`src/rtl/bp_cfg_boot_pkg.sv`:
```
// Shared state encoding and config register map for the boot sequencer.
package bp_cfg_boot_pkg;

   typedef enum logic [2:0] {
      e_reset,
      e_freeze,
      e_core_id,
      e_cache_mode,
      e_ucode,
      e_unfreeze,
      e_done
   } bp_cfg_boot_state_e;

   localparam logic [15:0] cfg_addr_freeze_gp     = 16'h0002;
   localparam logic [15:0] cfg_addr_core_id_gp    = 16'h0004;
   localparam logic [15:0] cfg_addr_cache_mode_gp = 16'h0006;
   localparam logic [15:0] cfg_addr_ucode_base_gp = 16'h8000;

   localparam int unsigned e_cfg_cache_mode_normal = 1;

endpackage

```
`src/rtl/bp_cfg_boot_beat_reg.sv`:
```
// Registered config-bus beat: valid plus payload, held stable until the endpoint accepts it.
module bp_cfg_boot_beat_reg
   import bp_cfg_boot_pkg::*;
#(
   parameter int unsigned core_id_width_p  = 8,
   parameter int unsigned cfg_addr_width_p = 16,
   parameter int unsigned cfg_data_width_p = 64
) (
   input  logic                        clk_i,
   input  logic                        reset_n_i,
   input  logic                        load_i,
   input  logic                        ready_i,
   input  logic [core_id_width_p-1:0]  core_i,
   input  logic [cfg_addr_width_p-1:0] addr_i,
   input  logic [cfg_data_width_p-1:0] data_i,
   output logic                        v_o,
   output logic [core_id_width_p-1:0]  core_o,
   output logic [cfg_addr_width_p-1:0] addr_o,
   output logic [cfg_data_width_p-1:0] data_o
);

   logic                        v_q, v_d;
   logic [core_id_width_p-1:0]  core_q, core_d;
   logic [cfg_addr_width_p-1:0] addr_q, addr_d;
   logic [cfg_data_width_p-1:0] data_q, data_d;

   // load_i is only raised when the slot is empty or draining this cycle.
   always_comb begin
      v_d    = v_q;
      core_d = core_q;
      addr_d = addr_q;
      data_d = data_q;
      if (load_i) begin
         v_d    = 1'b1;
         core_d = core_i;
         addr_d = addr_i;
         data_d = data_i;
      end else if (ready_i) begin
         v_d = 1'b0;
      end
   end

   always_ff @(posedge clk_i) begin
      if (!reset_n_i) begin
         v_q    <= 1'b0;
         core_q <= '0;
         addr_q <= '0;
         data_q <= '0;
      end else begin
         v_q    <= v_d;
         core_q <= core_d;
         addr_q <= addr_d;
         data_q <= data_d;
      end
   end

   assign v_o    = v_q;
   assign core_o = core_q;
   assign addr_o = addr_q;
   assign data_o = data_q;

endmodule

```
`src/rtl/bp_cfg_boot_sequencer.sv`:
```
// Post-reset config master: freeze, core id, cache mode, [microcode], unfreeze for every tile.
// Microcode loading is included only when BP_CFG_UCODE_LOAD_EN is defined.
module bp_cfg_boot_sequencer
   import bp_cfg_boot_pkg::*;
#(
   parameter int unsigned num_core_p       = 2,
   parameter int unsigned cfg_addr_width_p = 16,
   parameter int unsigned cfg_data_width_p = 64,
   parameter int unsigned cce_pc_width_p   = 8,
   parameter int unsigned ucode_els_p      = 256,
   parameter int unsigned core_id_width_p  = 8
) (
   input  logic                        clk_i,
   input  logic                        reset_n_i,
   output logic                        cfg_v_o,
   input  logic                        cfg_ready_i,
   output logic [core_id_width_p-1:0]  cfg_core_o,
   output logic [cfg_addr_width_p-1:0] cfg_addr_o,
   output logic [cfg_data_width_p-1:0] cfg_data_o,
   output logic [cce_pc_width_p-1:0]   ucode_addr_o,
   input  logic [cfg_data_width_p-1:0] ucode_data_i,
   output logic                        done_o
);

   localparam int unsigned core_last_lp  = num_core_p - 1;
   localparam int unsigned ucode_last_lp = ucode_els_p - 1;

   bp_cfg_boot_state_e          state_q, state_d;
   logic [core_id_width_p-1:0]  core_cnt_q, core_cnt_d;
   logic [cce_pc_width_p-1:0]   ucode_cnt_q, ucode_cnt_d;
   logic                        done_q, done_d;
   logic                        load, beat_free, is_write, core_last, ucode_last;
   logic [cfg_addr_width_p-1:0] beat_addr;
   logic [cfg_data_width_p-1:0] beat_data, ucode_word;

`ifdef BP_CFG_UCODE_LOAD_EN
   localparam bp_cfg_boot_state_e after_cache_mode_lp = e_ucode;
   assign ucode_addr_o = ucode_cnt_q;
   assign ucode_word   = ucode_data_i;
`else
   localparam bp_cfg_boot_state_e after_cache_mode_lp = e_unfreeze;
   logic unused_ucode_data;
   assign unused_ucode_data = ^ucode_data_i;
   assign ucode_addr_o      = '0;
   assign ucode_word        = '0;
`endif

   assign beat_free  = ~cfg_v_o | cfg_ready_i;
   assign core_last  = (core_cnt_q == core_id_width_p'(core_last_lp));
   assign ucode_last = (ucode_cnt_q == cce_pc_width_p'(ucode_last_lp));
   assign is_write   = state_q inside {e_freeze, e_core_id, e_cache_mode, e_ucode, e_unfreeze};

   always_comb begin
      state_d     = state_q;
      core_cnt_d  = core_cnt_q;
      ucode_cnt_d = ucode_cnt_q;
      done_d      = done_q;
      load        = 1'b0;
      beat_addr   = '0;
      beat_data   = '0;

      unique case (state_q)
         e_reset: state_d = e_freeze;
         e_freeze: begin
            beat_addr = cfg_addr_width_p'(cfg_addr_freeze_gp);
            beat_data = cfg_data_width_p'(1);
         end
         e_core_id: begin
            beat_addr = cfg_addr_width_p'(cfg_addr_core_id_gp);
            beat_data = cfg_data_width_p'(core_cnt_q);
         end
         e_cache_mode: begin
            beat_addr = cfg_addr_width_p'(cfg_addr_cache_mode_gp);
            beat_data = cfg_data_width_p'(e_cfg_cache_mode_normal);
         end
         e_ucode: begin
            beat_addr = cfg_addr_width_p'(cfg_addr_ucode_base_gp)
                      | cfg_addr_width_p'(ucode_cnt_q);
            beat_data = ucode_word;
         end
         e_unfreeze: begin
            beat_addr = cfg_addr_width_p'(cfg_addr_freeze_gp);
            beat_data = '0;
         end
         // Done only once the final unfreeze beat has drained from the output register.
         e_done: done_d = done_q | beat_free;
         default: state_d = e_reset;
      endcase

      // Counters always point at the next beat to present.
      if (is_write && beat_free) begin
         load = 1'b1;
         if (state_q == e_ucode && !ucode_last) begin
            ucode_cnt_d = ucode_cnt_q + cce_pc_width_p'(1);
         end else begin
            ucode_cnt_d = '0;
            core_cnt_d  = core_last ? '0 : core_cnt_q + core_id_width_p'(1);
            if (core_last) begin
               unique case (state_q)
                  e_freeze:     state_d = e_core_id;
                  e_core_id:    state_d = e_cache_mode;
                  e_cache_mode: state_d = after_cache_mode_lp;
                  e_ucode:      state_d = e_unfreeze;
                  default:      state_d = e_done;
               endcase
            end
         end
      end
   end

   always_ff @(posedge clk_i) begin
      if (!reset_n_i) begin
         state_q     <= e_reset;
         core_cnt_q  <= '0;
         ucode_cnt_q <= '0;
         done_q      <= 1'b0;
      end else begin
         state_q     <= state_d;
         core_cnt_q  <= core_cnt_d;
         ucode_cnt_q <= ucode_cnt_d;
         done_q      <= done_d;
      end
   end

   assign done_o = done_q;

   bp_cfg_boot_beat_reg #(
      .core_id_width_p (core_id_width_p),
      .cfg_addr_width_p(cfg_addr_width_p),
      .cfg_data_width_p(cfg_data_width_p)
   ) u_beat_reg (
      .clk_i    (clk_i),
      .reset_n_i(reset_n_i),
      .load_i   (load),
      .ready_i  (cfg_ready_i),
      .core_i   (core_cnt_q),
      .addr_i   (beat_addr),
      .data_i   (beat_data),
      .v_o      (cfg_v_o),
      .core_o   (cfg_core_o),
      .addr_o   (cfg_addr_o),
      .data_o   (cfg_data_o)
   );

endmodule

```
`config.mk`:
```
export PLATFORM = sky130hd
export DESIGN_NAME = bp_cfg_boot_sequencer
export DESIGN_NICKNAME = d
export VERILOG_FILES = /design/src/rtl/bp_cfg_boot_pkg.sv /design/src/rtl/bp_cfg_boot_beat_reg.sv /design/src/rtl/bp_cfg_boot_sequencer.sv
export SDC_FILE = /design/constraint.sdc
export NUM_CORES = 1
export LEC_CHECK = 0
export BUFFER_PORTS_ARGS = -buffer_cell sky130_fd_sc_hd__buf_2
export CORE_ASPECT_RATIO = 0.8
export CORE_UTILIZATION = 42
export DETAILED_ROUTE_END_ITERATION = 16
export GPL_ROUTABILITY_DRIVEN = 0
export PLACE_DENSITY = 0.88
export SLEW_MARGIN = 0
export SYNTH_ARGS = -nofsm -noshare
export SYNTH_HDL_FRONTEND = slang
export SYNTH_SLANG_ARGS = --single-unit
```
`constraint.sdc`:
```
create_clock -name clk_i -period 4.3 [get_ports clk_i]
set_input_delay 0.43 -clock clk_i [delete_from_list [all_inputs] [get_ports clk_i]]
set_output_delay 0.43 -clock clk_i [all_outputs]
set_load 0.01 [all_outputs]
```
==> impl_metrics.ini <==
[yosys]
avgSynthCellArea_um2 = 8.39
synth_top_area_share_pct = 36.4
synth-edff-count = 0
yosysTopAreaCell = dfxtp_1
synth_area_leaders = dfxtp_1 36%, buf_4 21%, nor2_1 5.0%
ys_types = 43
syn_area_um2 = 2530
synth_most_common_cell = buf_4
synth_flop_cell = dfxtp_1
async_reset_ff_share_pct = 0
synthCells = 302
synth_common_cells = 71 x buf_4, 46 x dfxtp_1, 34 x nor2_1
ys_seq_area_share_pct = 36.4
ys_warn_count = 0
synth-seq-cells = 46

[grt]
grt_pass1_vias = 1597
grt_usage_pct = 15.6
antenna_found_initial = 0
gr-total-overflow = 0
grt_pass1_wl_um = 7690
grt_max_degree = 34

[layout]
fillerInstances = 578
area_growth_pct = -0.494
layout.nets = 394
final_core_util_pct = 44.9
drive_gt1_share_pct = 14.5
n_antenna_cell = 0
design_area_um2 = 2520

[clocking]
clockBufferDepth = 2
cts_made_buffers = 5
cts_setup_buffers = 0
hold_buffers = 0
clock_sinks = 46
tritoncts = done
htreeDepth = 2
insertion_delay_ns = 0.31
cts.clk_slew.worst_paths_ns = 0.08
cts_resized = 0
clock_tree.root_cell = clkbuf_8

[power]
power_leakage_nw = 1.08
sequentialPowerShare_pct = 52.9
p_clk_share_pct = 32.1
intPower_uw = 599
vdd_ir_drop_max_mv = 0.319
p_sw_share_pct = 30.0
power_switching_uw = 256
combPwrFrac_pct = 15.1
powerDensity_nw_per_um2 = 339

[timing]
tightest_slew_ns = 1.27
fin_skew_ns = 0.0105
hold_viol = 0
grt_setup_unrepaired = no
max-slew-margin-rel_pct = 14.3
slew_viol_final = 0
setup_tns_ns = 0
layout_min_cycle_time_ns = 2.34
finalCritPeriodShare_pct = 54.4
fmax_mhz = 427
finalSetupViolCount = 0

[status]
outcome = complete, no violations

[setup_path]
critical_path_peak_fanout = 21
crit_required_ns = 4.48
path_class = reg2reg
worstPathArrival_ns = 2.52
path_cells = nor3_4, or3_1, buf_4, nor4_1, xnor2_1, nor2_1
end_kind = flip-flop
crit_slowest_cell = or3_1
crit_buf_inv = 1
crit_family = simple AND/OR/NAND/NOR gates
startpoint_type = flip-flop
max_stage_delay_ns = 0.62

[die]
boundaryPins = 165
floorplan.initialDensity_pct = 45.1
dieArea_um2 = 6350
core_area_um2 = 5620
placementRows = 24
die_x_um = 88.8
dieHeight_um = 71.5

[placement]
hpwl_um = 3510
placed_cell_area_um2 = 2430
portBuffers = 29

[routing]
via_per_inst = 4.64
wl_per_cell_um = 11.9
drt_iter0_drc = 83
antenna_left = 0
totalWireLength_um = 4800
drtPass1Iterations = 4
post-route-drc-count = 0
dr_total_vias = 1869

[run]
drv_cap = 0

[min_path]
hold_path.class = in2reg
==> cells in the final DEF (no fill, tap or decap), types with 2 or more instances in the layout <==
cell      instances
nor4_1            5
nor3_1            6
nand2b_1          2
conb_1           71
nand4_1           2
nor3_4            2
clkbuf_8          6
nand2_1          29
and4_1            2
xor2_1            2
ha_1              3
a21oi_1          25
nor2_1           34
nand3_1           6
inv_1             3
or3_1             4
o21ai_0           4
a22oi_1          13
o211ai_1          3
dfxtp_1          46
buf_2            29
xnor2_1           6
buf_4             2
==> cells by family (layout without fill, tap and decap cells) <==
| family | after synthesis | count (layout) | share of synthesized area (%) |
|---|---|---|---|
| multiplexers | 1 | 1 | 0.395 |
| flip-flops | 46 | 46 | 36.4 |
| AND/OR/NAND/NOR | 101 | 101 | 20.5 |
| other | 1 | 71 | 0.148 |
| XOR/XNOR | 8 | 8 | 2.77 |
| adder cells (fa/ha/maj) | 3 | 3 | 1.48 |
| buffers and inverters | 90 | 43 | 25.2 |
| AO/OA/AOI/OAI | 52 | 52 | 13.1 |
==> metrics by stage <==
step	power [mW]	hold slack [ns]	setup slack [ns]	instances
after global routing	0.897	0.433	1.79	403
after global placement	0.586	0.442	2.03	395
after floorplan	0.617	0.462	2.44	372
after CTS	0.859	0.419	1.97	403
after detailed placement	0.589	0.443	1.99	395
final	0.855	0.430	1.96	403
==> power groups by stage <==
stage	Sequential, mW	Clock [mW]	Combinational (mW)
4_1_cts	0.452	0.279	0.128
3_3_place_gp	0.461	0	0.125
3_5_place_dp	0.462	0	0.127
5_1_grt	0.454	0.297	0.146
6_report	0.452	0.275	0.129
2_1_floorplan	0.458	0	0.159
==> layer usage <==
metal	vias up	global-route usage (%)	share of wire (%)
met1	874	21.2	45
met3	10	4.15	4.7
met4	0	6.27	1.7
met5	-	0	0
met2	65	23.6	48
li1	920	-	-
==> worst reg2reg max path, delay by kind of cell (launching register included) <==
family | cells | cell delay (ns)
simple gates | 4 | 1.13
xor+xnor | 1 | 0.17
buf+inv | 1 | 0.32
flops | 1 | 0.60
==> sequential cells by signal, indices dropped and copies added, names as in the netlist <==
| signal | cells |
|---|---|
| state_q | 3 |
| u_beat_reg.addr_o | 9 |
| ucode_cnt_q | 8 |
| u_beat_reg.v_o | 1 |
| core_cnt_q | 8 |
| u_beat_reg.data_o | 8 |
| done_o | 1 |
| u_beat_reg.core_o | 8 |
==> final timing paths <==
path                            slack [ns]                           endpoint                              start  cells past startpoint
worst min register to register        0.45  u_beat_reg.core_o[0]$_SDFFE_PN0P_  u_beat_reg.core_o[0]$_SDFFE_PN0P_                      2
worst max-delay path                  1.96         core_cnt_q[5]$_SDFFE_PN0P_              state_q[2]$_SDFF_PN0_                      6
worst min-delay path                  0.43              state_q[0]$_SDFF_PN0_                          reset_n_i                      2
worst max register to register        1.96         core_cnt_q[5]$_SDFFE_PN0P_              state_q[2]$_SDFF_PN0_                      6
==> final cells by class <==
class / count / area [um2] / area share, %
clock buffer: 7 / 86.3 / 3.43
timing repair buffer: 31 / 160 / 6.36
sequential: 46 / 921 / 36.5
tap: 78 / 97.6 / 3.87
inverter: 4 / 15.0 / 0.596
multi-input combinational: 236 / 1230 / 49.0
clock inverter: 1 / 5.00 / 0.199
(Power assumes the default switching activity.)
